### src/rtl/aibcr3_io_pwrseq.sv
// Power-up / power-down sequencer for one AIB IO buffer: orders pad reset,
// digital reset, drive enables and weak pulls under POR and a req/ack handshake.
module aibcr3_io_pwrseq #(
  parameter int unsigned PADRST_CYC = 16,
  parameter int unsigned RSTB_CYC   = 8,
  parameter int unsigned WKPULL_CYC = 4
) (
  input  logic       iclk,
  input  logic       irst,
  input  logic       ipor,
  input  logic       ien_req,
  input  logic       imode_tx,
  input  logic [1:0] ipdrv_cfg,
  input  logic [1:0] indrv_cfg,
  input  logic [2:0] irxen_cfg,
  output logic       oen_ack,
  output logic       obusy,
  output logic [2:0] ostate,
  output logic       opadrstb,
  output logic       orstb,
  output logic       otxen,
  output logic [2:0] orxen,
  output logic [1:0] opdrv,
  output logic [1:0] ondrv,
  output logic       oweakpd,
  output logic       oweakpu
);

  localparam int unsigned MAX_AB  = (PADRST_CYC > RSTB_CYC) ? PADRST_CYC : RSTB_CYC;
  localparam int unsigned MAX_CYC = (MAX_AB > WKPULL_CYC) ? MAX_AB : WKPULL_CYC;
  localparam int unsigned CW      = $clog2(MAX_CYC) + 1;

  typedef enum logic [2:0] {
    S_OFF    = 3'd0,
    S_PADRST = 3'd1,
    S_PADREL = 3'd2,
    S_DRVON  = 3'd3,
    S_ON     = 3'd4,
    S_DRAIN  = 3'd5
  } state_e;

  state_e        state_q, state_d;
  logic [CW-1:0] cnt_q, cnt_d;
  logic          req_q;
  logic          tx_q, tx_d;
  logic [1:0]    pdrv_q, pdrv_d, ndrv_q, ndrv_d;
  logic [2:0]    rxen_q, rxen_d;
  logic          padrstb_d, rstb_d, txen_d, weakpd_d;
  logic [2:0]    orxen_d;
  logic [1:0]    opdrv_d, ondrv_d;

  always_comb begin
    state_d = state_q;
    cnt_d   = (cnt_q != '0) ? cnt_q - CW'(1) : cnt_q;
    tx_d    = tx_q;
    pdrv_d  = pdrv_q;
    ndrv_d  = ndrv_q;
    rxen_d  = rxen_q;

    unique case (state_q)
      S_OFF: begin
        if (req_q && !ipor) begin
          state_d = S_PADRST;
          cnt_d   = CW'(PADRST_CYC - 1);
          tx_d    = imode_tx;
          pdrv_d  = ipdrv_cfg;
          ndrv_d  = indrv_cfg;
          rxen_d  = irxen_cfg;
        end
      end
      S_PADRST: begin
        if (!req_q) begin
          state_d = S_DRAIN;
          cnt_d   = CW'(WKPULL_CYC - 1);
        end else if (cnt_q == '0) begin
          state_d = S_PADREL;
          cnt_d   = CW'(RSTB_CYC - 1);
        end
      end
      S_PADREL: begin
        if (!req_q) begin
          state_d = S_DRAIN;
          cnt_d   = CW'(WKPULL_CYC - 1);
        end else if (cnt_q == '0) begin
          state_d = S_DRVON;
          cnt_d   = CW'(WKPULL_CYC - 1);
        end
      end
      S_DRVON: begin
        if (!req_q) begin
          state_d = S_DRAIN;
          cnt_d   = CW'(WKPULL_CYC - 1);
        end else if (cnt_q == '0) begin
          state_d = S_ON;
        end
      end
      S_ON: begin
        if (!req_q) begin
          state_d = S_DRAIN;
          cnt_d   = CW'(WKPULL_CYC - 1);
        end
      end
      S_DRAIN: begin
        if (cnt_q == '0) state_d = S_OFF;
      end
      default: state_d = S_OFF;
    endcase

    // Abort overrides every transition above, including a pending latch.
    if (irst || ipor) state_d = S_OFF;

    // Outputs are decoded from the next state so they register alongside it.
    padrstb_d = 1'b0;
    rstb_d    = 1'b0;
    txen_d    = 1'b0;
    orxen_d   = '0;
    opdrv_d   = '0;
    ondrv_d   = '0;
    weakpd_d  = 1'b1;
    unique case (state_d)
      S_PADREL: padrstb_d = 1'b1;
      S_DRVON, S_ON: begin
        padrstb_d = 1'b1;
        rstb_d    = 1'b1;
        weakpd_d  = (state_d != S_ON);
        if (tx_d) begin
          txen_d  = 1'b1;
          opdrv_d = pdrv_d;
          ondrv_d = ndrv_d;
        end else begin
          orxen_d = rxen_d;
        end
      end
      S_DRAIN: begin
        padrstb_d = opadrstb;
        rstb_d    = orstb;
      end
      default: ;
    endcase
  end

  always_ff @(posedge iclk) begin
    if (irst) begin
      state_q  <= S_OFF;
      cnt_q    <= '0;
      req_q    <= 1'b0;
      tx_q     <= 1'b0;
      pdrv_q   <= '0;
      ndrv_q   <= '0;
      rxen_q   <= '0;
      oen_ack  <= 1'b0;
      obusy    <= 1'b0;
      ostate   <= '0;
      opadrstb <= 1'b0;
      orstb    <= 1'b0;
      otxen    <= 1'b0;
      orxen    <= '0;
      opdrv    <= '0;
      ondrv    <= '0;
      oweakpd  <= 1'b1;
    end else begin
      state_q  <= state_d;
      cnt_q    <= cnt_d;
      req_q    <= ien_req;
      tx_q     <= tx_d;
      pdrv_q   <= pdrv_d;
      ndrv_q   <= ndrv_d;
      rxen_q   <= rxen_d;
      oen_ack  <= (state_d == S_ON);
      obusy    <= (state_d != S_OFF) && (state_d != S_ON);
      ostate   <= state_d;
      opadrstb <= padrstb_d;
      orstb    <= rstb_d;
      otxen    <= txen_d;
      orxen    <= orxen_d;
      opdrv    <= opdrv_d;
      ondrv    <= ondrv_d;
      oweakpd  <= weakpd_d;
    end
  end

  assign oweakpu = 1'b0;

endmodule
### config.mk
export PLATFORM = sky130hd
export DESIGN_NAME = aibcr3_io_pwrseq
export DESIGN_NICKNAME = d
export VERILOG_FILES = /design/src/rtl/aibcr3_io_pwrseq.sv
export SDC_FILE = /design/constraint.sdc
export NUM_CORES = 1
export LEC_CHECK = 0
export BUFFER_PORTS_ARGS = -buffer_cell sky130_fd_sc_hd__buf_2
export CORE_MARGIN = 3
export CORE_UTILIZATION = 33
export DETAILED_ROUTE_END_ITERATION = 10
export PLACE_DENSITY = 0.64
export SYNTH_ARGS = -nofsm -noshare
export SYNTH_HDL_FRONTEND = slang
export SYNTH_SLANG_ARGS = --single-unit
### constraint.sdc
create_clock -name iclk -period 2.2 [get_ports iclk]
set_input_delay 0.11 -clock iclk [delete_from_list [all_inputs] [get_ports iclk]]
set_output_delay 0.11 -clock iclk [all_outputs]
set_load 0.05 [all_outputs]
==> insert_results.sql <==
INSERT INTO impl_metrics (metric_group, metric, value, unit) VALUES
('final_layout', 'antennaDiodeCount', '0', ''),
('logic_synthesis', 'netlist.area_leader.share', '47.29', '%'),
('timing', 'timing.final.ws_setup', '178.6', 'ps'),
('detailed_routing', 'dr_wl_met3', '173', 'um'),
('logic_synthesis', 'synth_warn', '0', ''),
('logic_synthesis', 'synth_sequential_area_ratio', '47.29', '%'),
('global_route', 'grt_antenna_before_repair', '0', ''),
('die', 'die_w', '68.04', 'um'),
('logic_synthesis', 'synth_nets', '155', ''),
('global_route', 'number_of_global_route_vias_before_repair', '1052', ''),
('placement', 'io_buffers', '27', ''),
('timing', 'worst_slew_margin_rel', '67.31', '%'),
('logic_synthesis', 'synth_area_leaders', 'dfxtp_1 47%, mux2i_1 7.1%, nor2_1 5.3%, o21ai_0 4.7%, nor4_1 3.4%', ''),
('die', 'io-pin-count', '29', ''),
('cts', 'clkLatencyLatePin', '280', 'ps'),
('cts', 'clock_tree.root_cell', 'clkbuf_8', ''),
('logic_synthesis', 'ys_seq_elements', '30', ''),
('logic_synthesis', 'post_synth_instance_area', '0.001270', 'mm2'),
('placement', 'dpl.hpwl', '2003', 'um'),
('final_layout', 'layout-area-overhead-vs-synth', '25.91', '%'),
('detailed_routing', 'routed.top_layer', 'met4', ''),
('outcome', 'run_status', 'completed', ''),
('global_route', 'wire_length_of_the_first_global_routing_pass', '4629', 'um'),
('min_path', 'hp-class', 'input port to flop', ''),
('timing', 'setup_repair_after_global_routing_missed_its_margin', 'yes', ''),
('timing', 'layout_min_cycle_time', '2021', 'ps'),
('die', 'std_cell_rows', '21', ''),
('timing', 'drv_slew', '0', ''),
('global_route', 'grt_max_degree', '17', ''),
('logic_synthesis', 'post_synth_most_frequent_cells', '30 x dfxtp_1, 18 x nor2_1, 12 x o21ai_0, 9 x mux2i_1', ''),
('timing', 'max_freq', '494.7', 'MHz'),
('cts', 'inserted_clock_buffers', '5', ''),
('die', 'die-height', '68.04', 'um'),
('global_route', 'grt_use_total', '13.48', '%'),
('die', 'initial_core_util', '36.07', '%'),
('cts', 'cts.clk_slew.worst_paths', '60', 'ps'),
('cts', 'tritoncts', 'done', ''),
('cts', 'cts.htree.levels', '2', ''),
('power_and_ir_drop', 'ir_worst_vdd', '496.2', 'uV'),
('timing', 'timing.setup.tns', '0', 'ps'),
('power_and_ir_drop', 'power_density', '948.4', 'mW/mm2'),
('cts', 'ctsLongestPathBuffers', '2', ''),
('logic_synthesis', 'syn_area_per_cell', '9.007', 'um2'),
('detailed_routing', 'routed-via-count', '1117', ''),
('global_route', 'grt_remaining_overflow', '0', ''),
('logic_synthesis', 'cell_with_the_most_instances_after_synthesis', 'dfxtp_1', ''),
('detailed_routing', 'routed_wl', '2694', 'um'),
('setup_path', 'cp_data_arrival_time', '2170', 'ps'),
('setup_path', 'worstSetupEndpointType', 'flop', ''),
('timing', 'finalCritPeriodShare', '91.88', '%'),
('placement', 'gp_routability_congestion', '0.7605', ''),
('detailed_routing', 'initial_drt_markers', '54', ''),
('detailed_routing', 'route.detailed.vias_per_inst', '5.009', ''),
('die', 'design.core.area', '0.003521', 'mm2'),
('final_layout', 'final_core_utilization', '45.42', '%'),
('logic_synthesis', 'synth.largest_area_cell', 'dfxtp_1', ''),
('logic_synthesis', 'netlist_instances', '141', ''),
('setup_path', 'worst-path-max-fanout', '8', ''),
('placement', 'pre_cts_slack', '77.98', 'ps'),
('detailed_routing', 'detail_route.drc_violations', '0', ''),
('logic_synthesis', 'synth-edff-count', '0', ''),
('power_and_ir_drop', 'power_leakage', '0.0007358', 'uW'),
('job', 'drv_cap', '0', ''),
('detailed_routing', 'detail-route-antenna-nets', '0', ''),
('detailed_routing', 'detail_route.first_pass.iterations', '4', ''),
('final_layout', 'final_nets', '190', ''),
('timing', 'tightestPinTransition', '476.6', 'ps'),
('die', 'design.die.area', '0.004629', 'mm2'),
('detailed_routing', 'm1WireLength', '1212', 'um'),
('setup_path', 'critical_path_class', 'flop to flop', ''),
('detailed_routing', 'routed_wirelength_normalized_by_instance_count', '12.08', 'um');
-- logic make-up after synthesis --
logic type,share of synthesized area [%]
compound gates,14.58
mux,7.981
flops,47.29
simple gates,20.79
buf+inv,5.025
fa+ha+maj,1.970
xor+xnor,2.069
other cells,0.2953
-- cell type report --
type,instances,area [um2]
flip-flops and latches,30,600.6
multi-input cells,95,613.1
well taps,46,57.56
clock buffers,6,82.58
repair buffers,36,202.7
clock inverters,2,12.51
fillers,368,1922
inverters,8,30.03
-- worst max-delay path, stage by stage (launching register included) --
cell and delay, ps:
dfxtp_1 330, inv_1 60, ha_2 200, nor4b_4 290, inv_2 110, or3_1 370
o221ai_2 90, mux2i_1 210, buf_4 180, nor4_1 60
-- final timing paths --
path | end | cells past startpoint | slack, ps | start
hold / removal | req_q$_SDFF_PP0_ | 2 | 50 | ien_req
hold reg to reg | cnt_q[4]$_SDFF_PP0_ | 2 | 490 | cnt_q[4]$_SDFF_PP0_
setup / recovery | ondrv[0]$_SDFF_PP0_ | 9 | 180 | cnt_q[0]$_SDFF_PP0_
setup reg to reg | ondrv[0]$_SDFF_PP0_ | 9 | 180 | cnt_q[0]$_SDFF_PP0_
-- metal layers --
layer,track usage [%],up-vias
met4,7.196,0
li1,-,565
met2,21.18,36
met3,3.941,7
met1,16.50,509
met5,0,-
-- report_power, final --
| part | internal, uW | leakage, uW | switching, uW |
|---|---|---|---|
| Combinational | 202 | 0.000445 | 227 |
| Sequential | 589 | 0.000244 | 45.4 |
| Clock | 251 | 0.0000472 | 202 |
| Total | 1040 | 0.000736 | 475 |
-- flip-flops by register name, indices dropped and copies added (netlist names) --
signal,count
cnt_q,5
ndrv_q,2
obusy,1
oen_ack,1
ondrv,2
opadrstb,1
opdrv,2
orstb,1
orxen,3
otxen,1
oweakpd,1
pdrv_q,2
req_q,1
rxen_q,3
state_q,3
tx_q,1
-- what timing repair did --
action / CTS / global route
endpoints found under the hold margin: 0 / 0
setup endpoints to repair: 0 / 8
gates resized for setup: 0 / 3
buffers inserted: 0 / 1
-- cell usage in the layout (no fill, tap or decap), types with 2 or more instances in the layout --
master,count
nor2b_1,2
inv_1,7
nand2b_1,3
clkbuf_8,6
nor2_1,18
nor3_1,6
nand2_1,7
nand3_1,3
xor2_1,2
dfxtp_1,30
a21oi_1,2
o211ai_1,2
o21ai_0,11
a211oi_1,2
a31oi_1,3
nor4_1,7
buf_4,9
buf_2,27
mux2i_1,9
-- stage by stage --
| step | std cells | power (uW) |
|---|---|---|
| final | 223 | 1517 |
| after CTS | 222 | 1518 |
| after floorplan | 141 | 950.0 |
| after global placement | 214 | 1052 |
| after detailed placement | 214 | 1059 |
| after global routing | 223 | 1653 |
Power figures use the tool's default switching activity.
